### config.mk
export PLATFORM = sky130hd
export DESIGN_NAME = lsb_embed
export DESIGN_NICKNAME = d
export VERILOG_FILES = /design/src/rtl/lsb_embed_pkg.sv /design/src/rtl/lsb_embed_bitbuf.sv /design/src/rtl/lsb_embed.sv
export SDC_FILE = /design/constraint.sdc
export NUM_CORES = 1
export LEC_CHECK = 0
export ABC_CLOCK_PERIOD_IN_PS = 8300
export BUFFER_PORTS_ARGS = -buffer_cell sky130_fd_sc_hd__clkbuf_2
export CAP_MARGIN = 20
export CORE_UTILIZATION = 55
export DETAILED_ROUTE_END_ITERATION = 10
export PLACE_DENSITY = 0.74
export SLEW_MARGIN = 20
export SYNTH_ARGS = -nofsm -noshare
export SYNTH_HDL_FRONTEND = slang
export SYNTH_SLANG_ARGS = --single-unit
export TNS_END_PERCENT = 10
### constraint.sdc
create_clock -name clk -period 8.3 [get_ports clk]
set_input_delay 1.245 -clock clk [delete_from_list [all_inputs] [get_ports clk]]
set_output_delay 1.245 -clock clk [all_outputs]
set_load 0.01 [all_outputs]
### src/rtl/lsb_embed_pkg.sv
// Shared constants and state encoding for the LSB steganography embedder.
package lsb_embed_pkg;

  // Bit buffer depth: up to 2 leftover bits plus one 32-bit word
  localparam int unsigned BUF_W  = 34;
  // Message bits carried per pixel (one LSB in each of R, G, B)
  localparam int unsigned BPP    = 3;
  // buf_cnt range 0..34
  localparam int unsigned CNT_W  = 6;
  // Bits consumed per pixel range 0..3
  localparam int unsigned NEED_W = 2;

  typedef enum logic [1:0] {
    S_IDLE  = 2'd0,
    S_RUN   = 2'd1,
    S_DRAIN = 2'd2
  } state_t;

endpackage

### src/rtl/lsb_embed_bitbuf.sv
// MSB-aligned message bit buffer: shift out consumed bits, append loaded words.
module lsb_bitbuf
  import lsb_embed_pkg::*;
#(
  parameter int unsigned DATA_WIDTH = 32
)(
  input  logic                  clk,
  input  logic                  rst,
  input  logic                  clr,
  input  logic                  load,
  input  logic [DATA_WIDTH-1:0] load_data,
  input  logic [NEED_W-1:0]     consume_n,
  output logic [BPP-1:0]        head,
  output logic [CNT_W-1:0]      cnt
);

  logic [BUF_W-1:0] buf_q;
  logic [BUF_W-1:0] buf_d;
  logic [BUF_W-1:0] word_al;
  logic [CNT_W-1:0] cnt_after;
  logic [CNT_W-1:0] cnt_d;

  assign head = buf_q[BUF_W-1 -: BPP];

  // Consume first, then place the new word right after the surviving bits
  always_comb begin
    cnt_after = cnt - CNT_W'(consume_n);
    word_al   = BUF_W'(load_data) << (BUF_W - DATA_WIDTH);
    buf_d     = buf_q << consume_n;
    cnt_d     = cnt_after;
    if (load) begin
      buf_d = buf_d | (word_al >> cnt_after);
      cnt_d = cnt_after + CNT_W'(DATA_WIDTH);
    end
  end

  // Buffer state; cleared on reset and at frame start
  always_ff @(posedge clk) begin
    if (!rst || clr) begin
      buf_q <= '0;
      cnt   <= '0;
    end else begin
      buf_q <= buf_d;
      cnt   <= cnt_d;
    end
  end

endmodule

### src/rtl/lsb_embed.sv
// Embeds a message bit stream into the LSBs of R/G/B cover pixels.
module lsb_embed
  import lsb_embed_pkg::*;
#(
  parameter int unsigned PIXEL_WIDTH = 8,
  parameter int unsigned DATA_WIDTH  = 32,
  parameter int unsigned LEN_WIDTH   = 16
)(
  input  logic                   clk,
  input  logic                   rst,
  input  logic                   start,
  input  logic [LEN_WIDTH-1:0]   msg_len,
  input  logic [LEN_WIDTH-1:0]   frame_pixels,
  input  logic [DATA_WIDTH-1:0]  msg_data,
  input  logic                   msg_vld,
  output logic                   msg_rdy,
  input  logic [PIXEL_WIDTH-1:0] pix_r,
  input  logic [PIXEL_WIDTH-1:0] pix_g,
  input  logic [PIXEL_WIDTH-1:0] pix_b,
  input  logic                   pix_vld,
  output logic                   pix_rdy,
  output logic [PIXEL_WIDTH-1:0] out_r,
  output logic [PIXEL_WIDTH-1:0] out_g,
  output logic [PIXEL_WIDTH-1:0] out_b,
  output logic                   out_req,
  input  logic                   out_vld,
  output logic                   busy,
  output logic                   done,
  output logic                   trunc
);

  localparam int unsigned CAP_W = LEN_WIDTH + 2;
  localparam int unsigned WRD_W = LEN_WIDTH + 1;

  state_t                 state;
  logic [LEN_WIDTH-1:0]   bits_left;
  logic [LEN_WIDTH-1:0]   words_left;
  logic [LEN_WIDTH-1:0]   pix_left;
  logic [NEED_W-1:0]      need;
  logic [NEED_W-1:0]      consume_n;
  logic [BPP-1:0]         head;
  logic [CNT_W-1:0]       buf_cnt;
  logic                   run;
  logic                   msg_xfer;
  logic                   pix_xfer;
  logic                   buf_clr;
  logic [CAP_W-1:0]       cap;
  logic                   over;
  logic [LEN_WIDTH-1:0]   eff_bits;
  logic [LEN_WIDTH-1:0]   eff_words;
  logic [PIXEL_WIDTH-1:0] emb_r;
  logic [PIXEL_WIDTH-1:0] emb_g;
  logic [PIXEL_WIDTH-1:0] emb_b;

  // Handshakes and per-pixel bit demand
  assign run       = (state == S_RUN);
  assign need      = (bits_left >= LEN_WIDTH'(BPP)) ? NEED_W'(BPP) : bits_left[NEED_W-1:0];
  assign msg_rdy   = run && (buf_cnt < CNT_W'(BPP)) && (words_left != '0);
  assign pix_rdy   = run && (!out_req || out_vld) && (buf_cnt >= CNT_W'(need));
  assign msg_xfer  = msg_vld && msg_rdy;
  assign pix_xfer  = pix_vld && pix_rdy;
  assign consume_n = pix_xfer ? need : '0;
  assign buf_clr   = (state == S_IDLE) && start;
  assign busy      = (state != S_IDLE);

  // Frame capacity; excess message bits are never requested
  assign cap       = CAP_W'(frame_pixels) + (CAP_W'(frame_pixels) << 1);
  assign over      = CAP_W'(msg_len) > cap;
  assign eff_bits  = over ? cap[LEN_WIDTH-1:0] : msg_len;
  assign eff_words = LEN_WIDTH'((WRD_W'(eff_bits) + WRD_W'(DATA_WIDTH - 1)) / WRD_W'(DATA_WIDTH));

  lsb_bitbuf #(
    .DATA_WIDTH (DATA_WIDTH)
  ) u_bitbuf (
    .clk       (clk),
    .rst       (rst),
    .clr       (buf_clr),
    .load      (msg_xfer),
    .load_data (msg_data),
    .consume_n (consume_n),
    .head      (head),
    .cnt       (buf_cnt)
  );

  // Replace LSBs of R, G, B in order with the next buffered bits
  always_comb begin
    emb_r = pix_r;
    emb_g = pix_g;
    emb_b = pix_b;
    if (need >= NEED_W'(1)) emb_r[0] = head[2];
    if (need >= NEED_W'(2)) emb_g[0] = head[1];
    if (need == NEED_W'(3)) emb_b[0] = head[0];
  end

  // FSM, counters and output pixel register
  always_ff @(posedge clk) begin
    if (!rst) begin
      state      <= S_IDLE;
      bits_left  <= '0;
      words_left <= '0;
      pix_left   <= '0;
      out_r      <= '0;
      out_g      <= '0;
      out_b      <= '0;
      out_req    <= 1'b0;
      done       <= 1'b0;
      trunc      <= 1'b0;
    end else begin
      done <= 1'b0;
      if (out_req && out_vld) out_req <= 1'b0;
      if (pix_xfer) begin
        out_r     <= emb_r;
        out_g     <= emb_g;
        out_b     <= emb_b;
        out_req   <= 1'b1;
        bits_left <= bits_left - LEN_WIDTH'(need);
        pix_left  <= pix_left - LEN_WIDTH'(1);
      end
      if (msg_xfer) words_left <= words_left - LEN_WIDTH'(1);
      case (state)
        S_IDLE: begin
          if (start) begin
            trunc      <= over;
            bits_left  <= eff_bits;
            words_left <= eff_words;
            pix_left   <= frame_pixels;
            state      <= (frame_pixels == '0) ? S_DRAIN : S_RUN;
          end
        end
        S_RUN: begin
          if (pix_xfer && (pix_left == LEN_WIDTH'(1))) state <= S_DRAIN;
        end
        S_DRAIN: begin
          if (!out_req || out_vld) begin
            state <= S_IDLE;
            done  <= 1'b1;
          end
        end
        default: state <= S_IDLE;
      endcase
    end
  end

endmodule

### Yosys cells after proc, flatten, opt, wreduce, memory -nomap -nowiden

Index checks and enable logic that the tools add are counted.

| storage, ports and cells | value |
|---|---|
| register bits after elaboration | 117 |
| output and inout bits | 30 |
| logic and storage cells | 81 |

| operators by class | value |
|---|---|
| $add $sub $neg | 7 |
| $lt $le $gt $ge | 6 |
| eq/ne operators | 7 |
| shift-type cells | 2 |
| muxes and demuxes | 25 |
| bitwise gates (word level) | 1 |
| reduce and logical (&&, ||, !) cells | 21 |

Operators by type and width:

| kind | count |
|---|---|
| 16-bit two-way mux | 10 |
| 34-bit two-way mux | 1 |
| 34-bit bitwise OR | 1 |
| 34-bit by 2-bit left shift with 34-bit output | 1 |
| 34-bit by 6-bit >> shifter with 34-bit output | 1 |
| 16-bit by 1-bit subtractor with 16-bit output (second input constant) | 2 |
| 16-bit by 17-bit adder with 18-bit output | 1 |
| 16-bit by 18-bit greater-than comparator with 1-bit output | 1 |
| 16-bit by 5-bit adder with 17-bit output (second input constant) | 1 |
| 16-bit by 1-bit equality test with 1-bit output (second input constant) | 1 |
| 16-bit by 2-bit >= comparator with 1-bit output (second input constant) | 1 |
| 16-bit logical NOT | 1 |
| 16-bit nonzero test | 1 |
| 16-bit by 2-bit subtractor with 16-bit output | 1 |
| 2-bit two-way mux | 6 |
| 1-bit logical AND | 9 |
| 6-bit adder (second input constant) | 1 |
| 6-bit by 2-bit >= comparator with 1-bit output | 1 |
| 6-bit by 2-bit less-than comparator with 1-bit output (second input constant) | 1 |
| 1-bit two-way mux | 6 |
| 6-bit two-way mux | 1 |
| 2-bit one-hot mux with 3 select lines | 1 |
| 6-bit by 2-bit subtractor with 6-bit output | 1 |
| 2-bit equality test (second input constant) | 2 |
| other kinds (11) | 16 |

### Logic depth before layout (Yosys ltp)

Gate-level depths: netlist of run 1.

| depth | value |
|---|---|
| word-level depth | 10 |
| mapped depth | 23 |

### Hierarchy

Synthesis of run 1 repeated with hierarchy kept, for this count alone.

| unflattened totals | value |
|---|---|
| cell total of the unflattened synthesis | 1,153 |
| area, all modules | 9,616.7 um^2 |

Modules (own cells, without submodules):

| module | instances | cells an instance | area each (um^2) | seq. area each (um^2) |
|---|---|---|---|---|
| lsb_embed | 1 | 732 | 5,805.6 | 1,541.5 |
| lsb_bitbuf | 1 | 421 | 3,811.2 | 800.8 |

### Worst setup path before layout of run 1

Ideal clock, no wire load.

| path | value |
|---|---|
| kind | register to register |
| from | register bits_left[10] |
| to | register u_bitbuf.buf_q[0] |
| arrival time | 6.572 ns |
| required time | 8.171 ns |
| slack | 1.599 ns |
| cell stages (with the launch flop) | 23 |
| buffers on the path | 6 |
| cells stage by stage | dfxtp_1 > or4_1 > or4_4 > or4b_1 > clkbuf_1 > nor2_1 > ha_1 > a211oi_1 > nor3b_1 > clkbuf_1 > o21ai_2 > inv_2 > buf_2 > buf_2 > fa_1 > xnor2_1 > clkbuf_1 > clkbuf_1 > mux2i_1 > mux2_2 > nor2_1 > o311ai_0 > nand3_1 |

| between the ends | value |
|---|---|
| cells in the longest elaborated chain, start to end | 10 |

Ends and longest elaborated chain:

| element | RTL line | RTL |
|---|---|---|
| from (decl) | lsb_embed.sv:36 | `logic [LEN_WIDTH-1:0] bits_left;` |
| from (signal assigned) | lsb_embed.sv:116 | `bits_left <= bits_left - LEN_WIDTH'(need);` |
| from (signal assigned) | lsb_embed.sv:124 | `bits_left <= eff_bits;` |
| 16-bit by 2-bit >= comparator with 1-bit output (*) | lsb_embed.sv:57 | `assign need = (bits_left >= LEN_WIDTH'(BPP)) ? NEED_W'(BPP) : bits_left[NEED_W-1:0];` |
| 2-bit two-way mux (*) | lsb_embed.sv:57 |  |
| 6-bit by 2-bit >= comparator with 1-bit output | lsb_embed.sv:59 | `assign pix_rdy = run && (!out_req \|\| out_vld) && (buf_cnt >= CNT_W'(need));` |
| 1-bit logical AND | lsb_embed.sv:59 |  |
| 1-bit logical AND | lsb_embed.sv:61 | `assign pix_xfer = pix_vld && pix_rdy;` |
| 2-bit two-way mux (*) | lsb_embed.sv:62 | `assign consume_n = pix_xfer ? need : '0;` |
| 6-bit by 2-bit subtractor with 6-bit output | lsb_embed_bitbuf.sv:27 | `cnt_after = cnt - CNT_W'(consume_n);` |
| 34-bit by 6-bit >> shifter with 34-bit output | lsb_embed_bitbuf.sv:32 | `buf_d = buf_d \| (word_al >> cnt_after);` |
| 34-bit bitwise OR | lsb_embed_bitbuf.sv:32 |  |
| 34-bit two-way mux (*) | lsb_embed_bitbuf.sv:31 | `if (load) begin` |
| to (signal assigned) | lsb_embed_bitbuf.sv:43 | `buf_q <= buf_d;` |
| to (decl) | lsb_embed_bitbuf.sv:17 | `logic [BUF_W-1:0] buf_q;` |

Mark *: on every way between the ends. The rest lies on a longest branch, timed or not.
A chain may end at the register's enable or synchronous reset.

### Final worst setup path of run 1

| path | value |
|---|---|
| from | register bits_left[10] |
| to | register u_bitbuf.buf_q[16] |

The elaborated chain is that of the path after synthesis.

==> metrics.yaml, run 1 <==
crit_arrival_ns: 6.57
cts_sinks: 117
synthArstFlopShare_pct: 0
hold_viol_final: 0
routed.top_layer: "met4"
synth_warnings: 0
cts-htree-levels: 4
seqPwrFrac_pct: 32.9
fin_tns_setup_ns: 0
track_usage_pct: 29.4
finalClockSkew_ns: 0.00967
fin_crit_sh_pct: 75.5
p_leak_nw: 4.94
gp_congestion: 0.948
hold_class: "flip-flop to flip-flop"
numCtsBuffers: 17
switching_power_w: 0.000656
maxSlewViolCount: 0
min_from: "out_r[1]"
clk_latency_ns: 0.42
antenna_found_initial: 0
pwr-share-clk_pct: 37.9
maxCapViolCount: 0
vias: 8875
final_antenna_net_count: 0
cts_tree: "yes"
cts_hold_buf: 0
start_util_pct: 56.5
path_class: "flip-flop to flip-flop"
die_width_um: 133
cp-start-kind: "flip-flop"
cp-startpoint: "bits_left[10]"
setup_viol: 0
cts.clk_slew.worst_paths_ns: 0.06
r2r-start: "bits_left[10]"
synth-seq-cells: 117
relSlewSlack_pct: 31.0
post_cts_buffers: 0
ys_seq_area_share_pct: 25.0
rows: 47
cp_max_fo: 37
cts_max_path_buffers: 2
routedWlPerCell_um: 17.1
synth.avg_cell_area_um2: 8.03
synth_cell_type_count: 81
wl_met3_um: 1580
finalCriticalPeriod_ns: 6.27
antenna_cells: 0
area_delta_synth_final_pct: 13.7
rsz0062_at_grt: "no"
end_kind: "flip-flop"
drt_first_pass_iters: 5
coreArea_mm2: 0.0166
swShare_pct: 33.8
routed_wl_um: 25300
syn_area_mm2: 0.00937
syn_nets: 1310
die_area_mm2: 0.0176
required_ns: 8.60
cts_resized: 0
dr_wl_met2_um: 11800
ys_dominant_reg_cell: "dfxtp_1"
num-nets-final: 1391
place_hpwl_um: 19100
drt_iter0_markers: 631
fmaxAchievable_ghz: 0.160
num-fill-cells: 1512
die_y_um: 133
synth_edf_count: 0
grt_max_degree: 76
whs_ns: 0.465
comb_power_share_pct: 29.2
syn_inst: 1167
grt_overflow: 0
ir_drop_uv: 183
io_buffers: 123
via_per_inst: 5.99
status: "finished clean"
grt_pass1_vias: 8482
grt_pass1_wl_um: 41700
ioPinCount: 124
drc: 0
root_buffer: "clkbuf_16"
p_int_w: 0.00129
drt-met1-wl_um: 11300
drive_above_1_share_pct: 17.2
tightest_slew_ns: 1.03
p_per_area_mw_per_mm2: 182
[state kept, by name (all words and copies together) (netlist names)]
register	flops
u_bitbuf.cnt	6
out_req	1
out_r	8
words_left	16
out_b	8
out_g	8
trunc	1
state	2
u_bitbuf.buf_q	34
bits_left	16
done	1
pix_left	16
[cell families after synthesis]
logic type | Yosys count | synth area share (%)
xor gates and xnor gates | 59 | 5.52
DFF | 117 | 25.0
AOI/OAI and AO/OA | 258 | 19.6
and+or+nand+nor | 447 | 22.9
adders and majority gates | 49 | 6.70
buffers and inverters | 118 | 5.13
muxes | 119 | 15.2
[power groups by stage]
stage	Clock [W]	Combinational, W	Sequential, W
after global placement	0	0.000549	0.000649
final	0.000736	0.000567	0.000640
after detailed placement	0	0.000555	0.000651
after CTS	0.000744	0.000560	0.000639
after global routing	0.000768	0.000627	0.000645
after floorplan	0	0.000417	0.000644
[stage by stage]
stage,total power (W),setup WS (ns),util (%),cell area (um2),instances
2_1_floorplan,0.00106,1.60,-,9370,1167
3_3_place_gp,0.00120,1.74,60.6,10000,1448
3_5_place_dp,0.00121,1.61,60.6,10000,1448
4_1_cts,0.00194,1.55,64.2,10600,1480
5_1_grt,0.00204,1.72,64.2,10700,1481
6_report,0.00194,2.03,64.2,10700,1481
[final timing paths]
| check | depth (start not counted) | slack, ns | to |
|---|---|---|---|
| max reg2reg | 18 | 2.03 | u_bitbuf.buf_q[16] |
| min reg2reg | 2 | 0.47 | out_r[1] |
| max | 18 | 2.03 | u_bitbuf.buf_q[16] |
| min | 2 | 0.47 | out_r[1] |
[synth_stat cells, drive strengths merged (23+ instances only)]
| master | instances | area [um2] |
|---|---|---|
| nand3 | 35 | 180 |
| nand2 | 190 | 713 |
| a21oi | 52 | 272 |
| a21boi | 23 | 173 |
| o21ai | 46 | 234 |
| clkbuf | 53 | 200 |
| ha | 47 | 588 |
| xnor2 | 40 | 350 |
| dfxtp | 117 | 2340 |
| mux2i | 88 | 881 |
| nor2 | 74 | 294 |
| inv | 47 | 179 |
| nor3 | 32 | 160 |
[worst max-delay path: stages (launching register included)]
cell      delay [ns]
dfxtp_1         0.34
or4_1           0.56
or4_4           0.48
or4b_1          0.70
nor2_1          0.24
ha_1            0.26
a211oi_1        0.38
nor3b_2         0.11
buf_4           0.29
nand3_2         0.20
inv_4           0.11
fa_1            0.46
xnor2_2         0.18
buf_4           0.48
mux2i_1         0.45
mux2i_1         0.13
mux4_2          0.54
a21oi_1         0.16
nor2_1          0.05
[cells in the final DEF, fill, tap and decap left out, drive strengths merged, types with 10 or more instances in the layout]
cell,instances
and3,20
nor3,32
dfxtp,117
mux2,14
a21boi,23
ha,47
mux2i,88
a21oi,52
xnor2,40
a31oi,10
a211oi,10
o211ai,22
nand2,190
xor2,19
nor2,74
or3,11
o211a,22
nand3,35
mux4,17
o21ai,46
nand2b,13
nor4,15
clkbuf,142
inv,50
nand4,10
buf,10
[area by class of cell]
type | instances | area (um2) | area share [%]
Timing Repair Buffer | 133 | 694 | 6.52
Tap cell | 220 | 275 | 2.58
Multi-Input combinational cell | 932 | 6570 | 61.7
Clock inverter | 13 | 148 | 1.39
Sequential cell | 117 | 2340 | 22.0
Clock buffer | 19 | 443 | 4.16
Inverter | 47 | 179 | 1.68
[routing by layer]
metal | vias to the layer above | track usage (%)
met2 | 328 | 48.2
met4 | 0 | 10.6
met3 | 45 | 6.13
met5 | - | 0
li1 | 4409 | -
met1 | 4093 | 38.1
Power figures use the tool's default switching activity.
==> inputs of run 2 (changes only) <==
- ABC_CLOCK_PERIOD_IN_PS: 8300 -> 5300
- CORE_UTILIZATION: 55 -> 54
- PLACE_DENSITY: 0.74 -> 0.75
- clock period: 8.3 -> 5.3 ns (I/O delays scaled with it)
==> run 2 against run 1 <==
Final area is 2.7% higher. Core utilization grew 1.1 points. First-iteration DRC count up 45%. Total power grew 60%. Via count increased by 2.9%. Setup slack worse by 1.9 ns. Sequential cell count is the same. Sequential share of layout area decreased by 0.59 points.
==> metrics.yaml, run 2 (same netlist as run 1, synthesis figures left out) <==
status: "finished clean"
rsz0062_at_grt: "yes"
total_power_w: 0.00311  # +60%
routed_wl_um: 26600  # +5.2%
grt_pass1_wl_um: 42200  # +1.2%
gp_congestion: 0.942  # -0.67%
final_antenna_net_count: 0  # unchanged
maxCapViolCount: 0  # unchanged
cts-htree-levels: 4  # unchanged
final_core_util_pct: 65.3  # +1.1 points
hold_viol_final: 0  # unchanged
drt_first_pass_iters: 6  # +1
numCtsBuffers: 17  # unchanged
largest-register: "u_bitbuf.buf_q"
r2r-start: "bits_left[10]"
cp-start-kind: "flip-flop"
p_per_area_mw_per_mm2: 284  # +56%
via_per_inst: 6.08  # +1.5%
tightest_slew_ns: 0.784  # -0.247 ns
maxSlewViolCount: 0  # unchanged
holdPathEnd: "out_r[3]"
cts_sinks: 117  # unchanged
cts_tree: "yes"
grt_overflow: 0  # unchanged
final_cell_mix: "nand2_1 (189), clkbuf_2 (123), dfxtp_1 (117)"
routedWlPerCell_um: 17.7  # +3.8%
fmaxAchievable_ghz: 0.195  # +22%
track_usage_pct: 29.8  # +0.42 points
grt_max_degree: 75  # -1.3%
r2r_end: "u_bitbuf.buf_q[16]"
cts_max_path_buffers: 2  # unchanged
coreArea_mm2: 0.0168  # +1.1%
ioPinCount: 124  # unchanged
die_width_um: 134  # +0.91%
grt_pass1_vias: 8328  # -1.8%
p_leak_nw: 5.01  # +1.5%
vias: 9133  # +2.9%
antenna_found_initial: 0  # unchanged
largest_register_ffs: 34  # unchanged
fin_tns_setup_ns: 0  # unchanged
die_area_mm2: 0.0179  # +1.8%
num-nets-final: 1411  # +1.4%
relSlewSlack_pct: 47.3  # +16 points
r2r_slack_ns: 0.18  # -1.85 ns
setup_viol: 0  # unchanged
area_delta_synth_final_pct: 16.8
antenna_cells: 0  # unchanged
rows: 47  # unchanged
drc: 0  # unchanged
finalClockSkew_ns: 0.0115  # +0.00183 ns
path_class: "flip-flop to flip-flop"
mostFrequentLayoutCell: "nand2_1"
worst_r2r_path_depth: 17  # -1
fin_crit_sh_pct: 96.6  # +21 points
ir_drop_uv: 229  # +25%
root_buffer: "clkbuf_16"
hold_depth: 2  # unchanged
cp-startpoint: "bits_left[10]"
min_from: "out_r[3]"
end_kind: "flip-flop"
place_hpwl_um: 20300  # +6.1%
start_util_pct: 55.9  # -0.59 points
drt_iter0_markers: 914  # +45%
die_y_um: 134  # +0.91%
io_buffers: 123  # unchanged
cts.clk_slew.worst_paths_ns: 0.06  # about the same
num-fill-cells: 1437  # -5.0%
crit_arrival_ns: 5.42  # -1.15 ns
clk_latency_ns: 0.42  # about the same
drive_above_1_share_pct: 19.8  # +2.5 points
cp_max_fo: 34  # -8.1%
hold_class: "flip-flop to flip-flop"
required_ns: 5.60  # -3.00 ns
finalCriticalPeriod_ns: 5.12  # -1.15 ns
whs_ns: 0.464  # -0.00153 ns
-- run 2: worst max path at each step --
stage	endpoint	slack, ns	cells past startpoint
after floorplan	u_bitbuf.buf_q[16]	-0.13	22
after global placement	words_left[11]	0.08	19
after detailed placement	words_left[2]	-0.04	20
after CTS	u_bitbuf.buf_q[20]	0.19	18
after global routing	u_bitbuf.buf_q[5]	-0.03	17
final	u_bitbuf.buf_q[16]	0.18	17
-- run 2: where the power goes --
group,total (W),switching [W],internal (W),leakage (nW)
Combinational,0.000941,0.000549,0.000391,3.78
Sequential,0.00101,0.0000626,0.000944,0.954
Clock,0.00116,0.000450,0.000708,0.276
Total,0.00311,0.00106,0.00204,5.01
-- run 2: cell type report --
class | count | area (um2) | area share, %
Multi-Input combinational cell | 932 | 6700 | 61.2
Sequential cell | 117 | 2340 | 21.4
Timing Repair Buffer | 153 | 853 | 7.80
Clock buffer | 18 | 439 | 4.01
Tap cell | 220 | 275 | 2.52
Inverter | 47 | 179 | 1.64
Clock inverter | 14 | 151 | 1.38
-- run 2: worst max-delay path, cell delays in order, from the launching register on --
cell and delay [ns]:
dfxtp_1 0.34, or4_4 0.54, or4_4 0.46, or4b_1 0.55, nor2_4 0.16, ha_4 0.22
a211oi_4 0.31, nor3b_4 0.11, nand3_2 0.16, inv_4 0.05, fa_2 0.40, xnor2_4 0.22
buf_12 0.28, mux2i_4 0.31, mux2i_1 0.14, mux4_2 0.54, a21oi_2 0.15, nor2_1 0.05
-- run 2: metrics by stage --
step           worst slack, ns  std cells  cell area, um2
2_1_floorplan           -0.135       1167            9570
3_3_place_gp            0.0799       1469           10300
3_5_place_dp           -0.0362       1469           10300
4_1_cts                  0.191       1501           10900
5_1_grt                -0.0315       1501           10900
6_report                 0.178       1501           10900
-- run 2: routing by layer --
metal	vias up	share of wire [%]	track usage, %
met2	410	44	45.5
met3	47	8.4	6.28
met4	0	1.8	8.27
met5	-	0	0
met1	4220	45	42.2
li1	4456	-	-
-- run 2: repair_timing --
action                     4_1_cts  5_1_grt
setup endpoints to repair        0       11
setup buffers                    0        0
resized for setup                0        7
hold buffers                     0        0
==> inputs of run 3 (changes only) <==
- CORE_ASPECT_RATIO: not set -> 1.25
- REMOVE_ABC_BUFFERS: not set -> 1
==> run 3 against run 2 <==
Routed wire length rose by 0.37%. Sequential share of layout area barely moved. Worst hold slack got worse by 0.0023 ns. Non-clock buffer count rose by 12. Die area barely moved. Largest cell class unchanged. Fmax rose by 0.67%. Critical path depth did not move.
==> metrics.yaml, run 3 (same netlist as run 1, synthesis figures left out) <==
status: "finished clean"
cts_max_path_buffers: 2  # unchanged
drc: 0  # unchanged
relSlewSlack_pct: 39.8  # -7.5 points
pwr-share-clk_pct: 37.1  # -0.2 points
antenna_found_initial: 0  # unchanged
multi_input_area_mm2: 0.00662  # -1.3%
total_power_w: 0.00309  # -0.47%
maxCapViolCount: 0  # unchanged
rows: 53  # +13%
p_per_area_mw_per_mm2: 282  # -0.70%
start_util_pct: 55.4  # -0.50 points
comb_power_share_pct: 30.4  # about the same
finalCriticalPeriod_ns: 5.09  # -0.0339 ns
cts.clk_slew.worst_paths_ns: 0.06  # about the same
cts_tree: "yes"
vias: 9159  # +0.28%
cts-htree-levels: 4  # unchanged
dp.cells: 1479  # +0.68%
largest_register_ffs: 34  # unchanged
path_class: "flip-flop to flip-flop"
end_kind: "flip-flop"
gp_congestion: 0.955  # +1.4%
layoutNonFillerInstCount: 1511  # +0.67%
num-nets-final: 1423  # +0.85%
cts_hold_buf: 0  # unchanged
finalClockSkew_ns: 0.00973  # -0.00176 ns
final_antenna_net_count: 0  # unchanged
cp_max_fo: 9  # -74%
switching_power_w: 0.00101  # -4.6%
grt_pass1_wl_um: 43000  # +1.9%
seqPwrFrac_pct: 32.5  # about the same
clk_latency_ns: 0.42  # about the same
die_width_um: 120  # -10%
grt_max_degree: 62  # -17%
cts_sinks: 117  # unchanged
routedWlPerCell_um: 17.7  # -0.30%
required_ns: 5.61  # about the same
swShare_pct: 32.8  # -1.4 points
hold_class: "flip-flop to flip-flop"
fmaxAchievable_ghz: 0.197  # +0.67%
regArea_mm2: 0.00234  # unchanged
routed_wl_um: 26700  # +0.37%
via_per_inst: 6.06  # -0.38%
grt_overflow: 0  # unchanged
num-fill-cells: 1521  # +5.8%
grt_pass1_vias: 8830  # +6.0%
drt_first_pass_iters: 5  # -1
maxSlewViolCount: 0  # unchanged
root_buffer: "clkbuf_16"
ioPinCount: 124  # unchanged
setup_viol: 0  # unchanged
place_hpwl_um: 19800  # -2.3%
io_buffers: 123  # unchanged
coreArea_mm2: 0.0169  # +0.90%
area_delta_synth_final_pct: 17.1
largest-register: "u_bitbuf.buf_q"
p_leak_nw: 5.09  # +1.5%
tightest_slew_ns: 0.895  # +0.111 ns
numCtsBuffers: 17  # unchanged
drive_above_1_share_pct: 19.8  # +0.079 points
die_area_mm2: 0.0179  # about the same
ir_drop_uv: 202  # -12%
final_cell_mix: "nand2_1 (189), clkbuf_2 (123), dfxtp_1 (117)"
mostFrequentLayoutCell: "nand2_1"
hold_viol_final: 0  # unchanged
p_int_w: 0.00208  # +1.7%
track_usage_pct: 30.2  # +0.35 points
antenna_cells: 0  # unchanged
fin_crit_sh_pct: 96.0  # -0.64 points
drt_iter0_markers: 681  # -25%
final_core_util_pct: 64.9  # -0.43 points
fin_tns_setup_ns: 0  # unchanged
die_y_um: 149  # +12%
crit_arrival_ns: 5.40  # -0.02 ns
cp-start-kind: "flip-flop"
run 3: cell types whose count changed in the layout (fill, tap and decap cells not counted), sizes merged:
| cell | previous run | this run |
|---|---|---|
| clkinvlp | 5 | 3 |
| clkinv | 3 | 4 |
| clkbuf | 141 | 145 |
| buf | 30 | 41 |
| inv | 51 | 47 |
run 3: final timing paths:
path	startpoint	end	slack [ns]	depth (start not counted)
worst min-delay path	out_r[5]	out_r[5]	0.46	2
worst max-delay path	bits_left[10]	u_bitbuf.buf_q[16]	0.21	17
worst max register to register	bits_left[10]	u_bitbuf.buf_q[16]	0.21	17
worst min register to register	out_r[5]	out_r[5]	0.46	2
run 3: critical path: stages (launching register included):
cell	delay [ns]
dfxtp_1	0.33
or4_1	0.55
or4_4	0.47
or4b_1	0.54
nor2_1	0.14
ha_1	0.26
a211oi_2	0.26
nor3b_2	0.12
o21ai_2	0.09
inv_2	0.06
fa_2	0.42
xnor2_4	0.27
clkbuf_16	0.24
mux2i_2	0.37
mux2i_1	0.14
mux4_2	0.50
a21oi_1	0.16
nor2_1	0.05
run 3: final cells by class:
cell class                 instances  share of cell area, %
clock buffer                      21                   4.38
clock inverter                     9                  0.936
inverter                          47                   1.63
multi-input combinational        932                   60.3
sequential                       117                   21.4
tap                              220                   2.51
timing repair buffer             165                   8.86
run 3: per-stage QoR:
stage / worst slack, ns / hold slack, ns / cell area (um2)
after CTS: 0.00221 / 0.464 / 10900
after floorplan: -4.00 / 0.465 / 9070
after detailed placement: 0.0294 / 0.457 / 10300
final: 0.212 / 0.461 / 11000
after global placement: 0.102 / 0.451 / 10300
after global routing: -0.000565 / 0.489 / 11000
run 3: what timing repair did:
action,4_1_cts,5_1_grt
pin swaps,0,1
gates cloned,0,2
endpoints found under the setup margin,2,26
setup buffers,0,0
gates resized for setup,1,11
run 3: per-layer routing:
layer	vias to the layer above	GRT usage [%]	wire length, um
met4	0	16.1	1160
met3	86	4.63	1450
met1	4281	34.7	10700
met5	-	0	0
li1	4459	-	-
met2	333	53.6	13400
run 3: power by group through the flow:
| stage | clock network [W] | registers (W) | logic (W) |
|---|---|---|---|
| 2_1_floorplan | 0 | 0.00101 | 0.000628 |
| 3_3_place_gp | 0 | 0.00102 | 0.000896 |
| 3_5_place_dp | 0 | 0.00102 | 0.000908 |
| 4_1_cts | 0.00116 | 0.00100 | 0.000916 |
| 5_1_grt | 0.00120 | 0.00101 | 0.00104 |
| 6_report | 0.00115 | 0.00100 | 0.000940 |
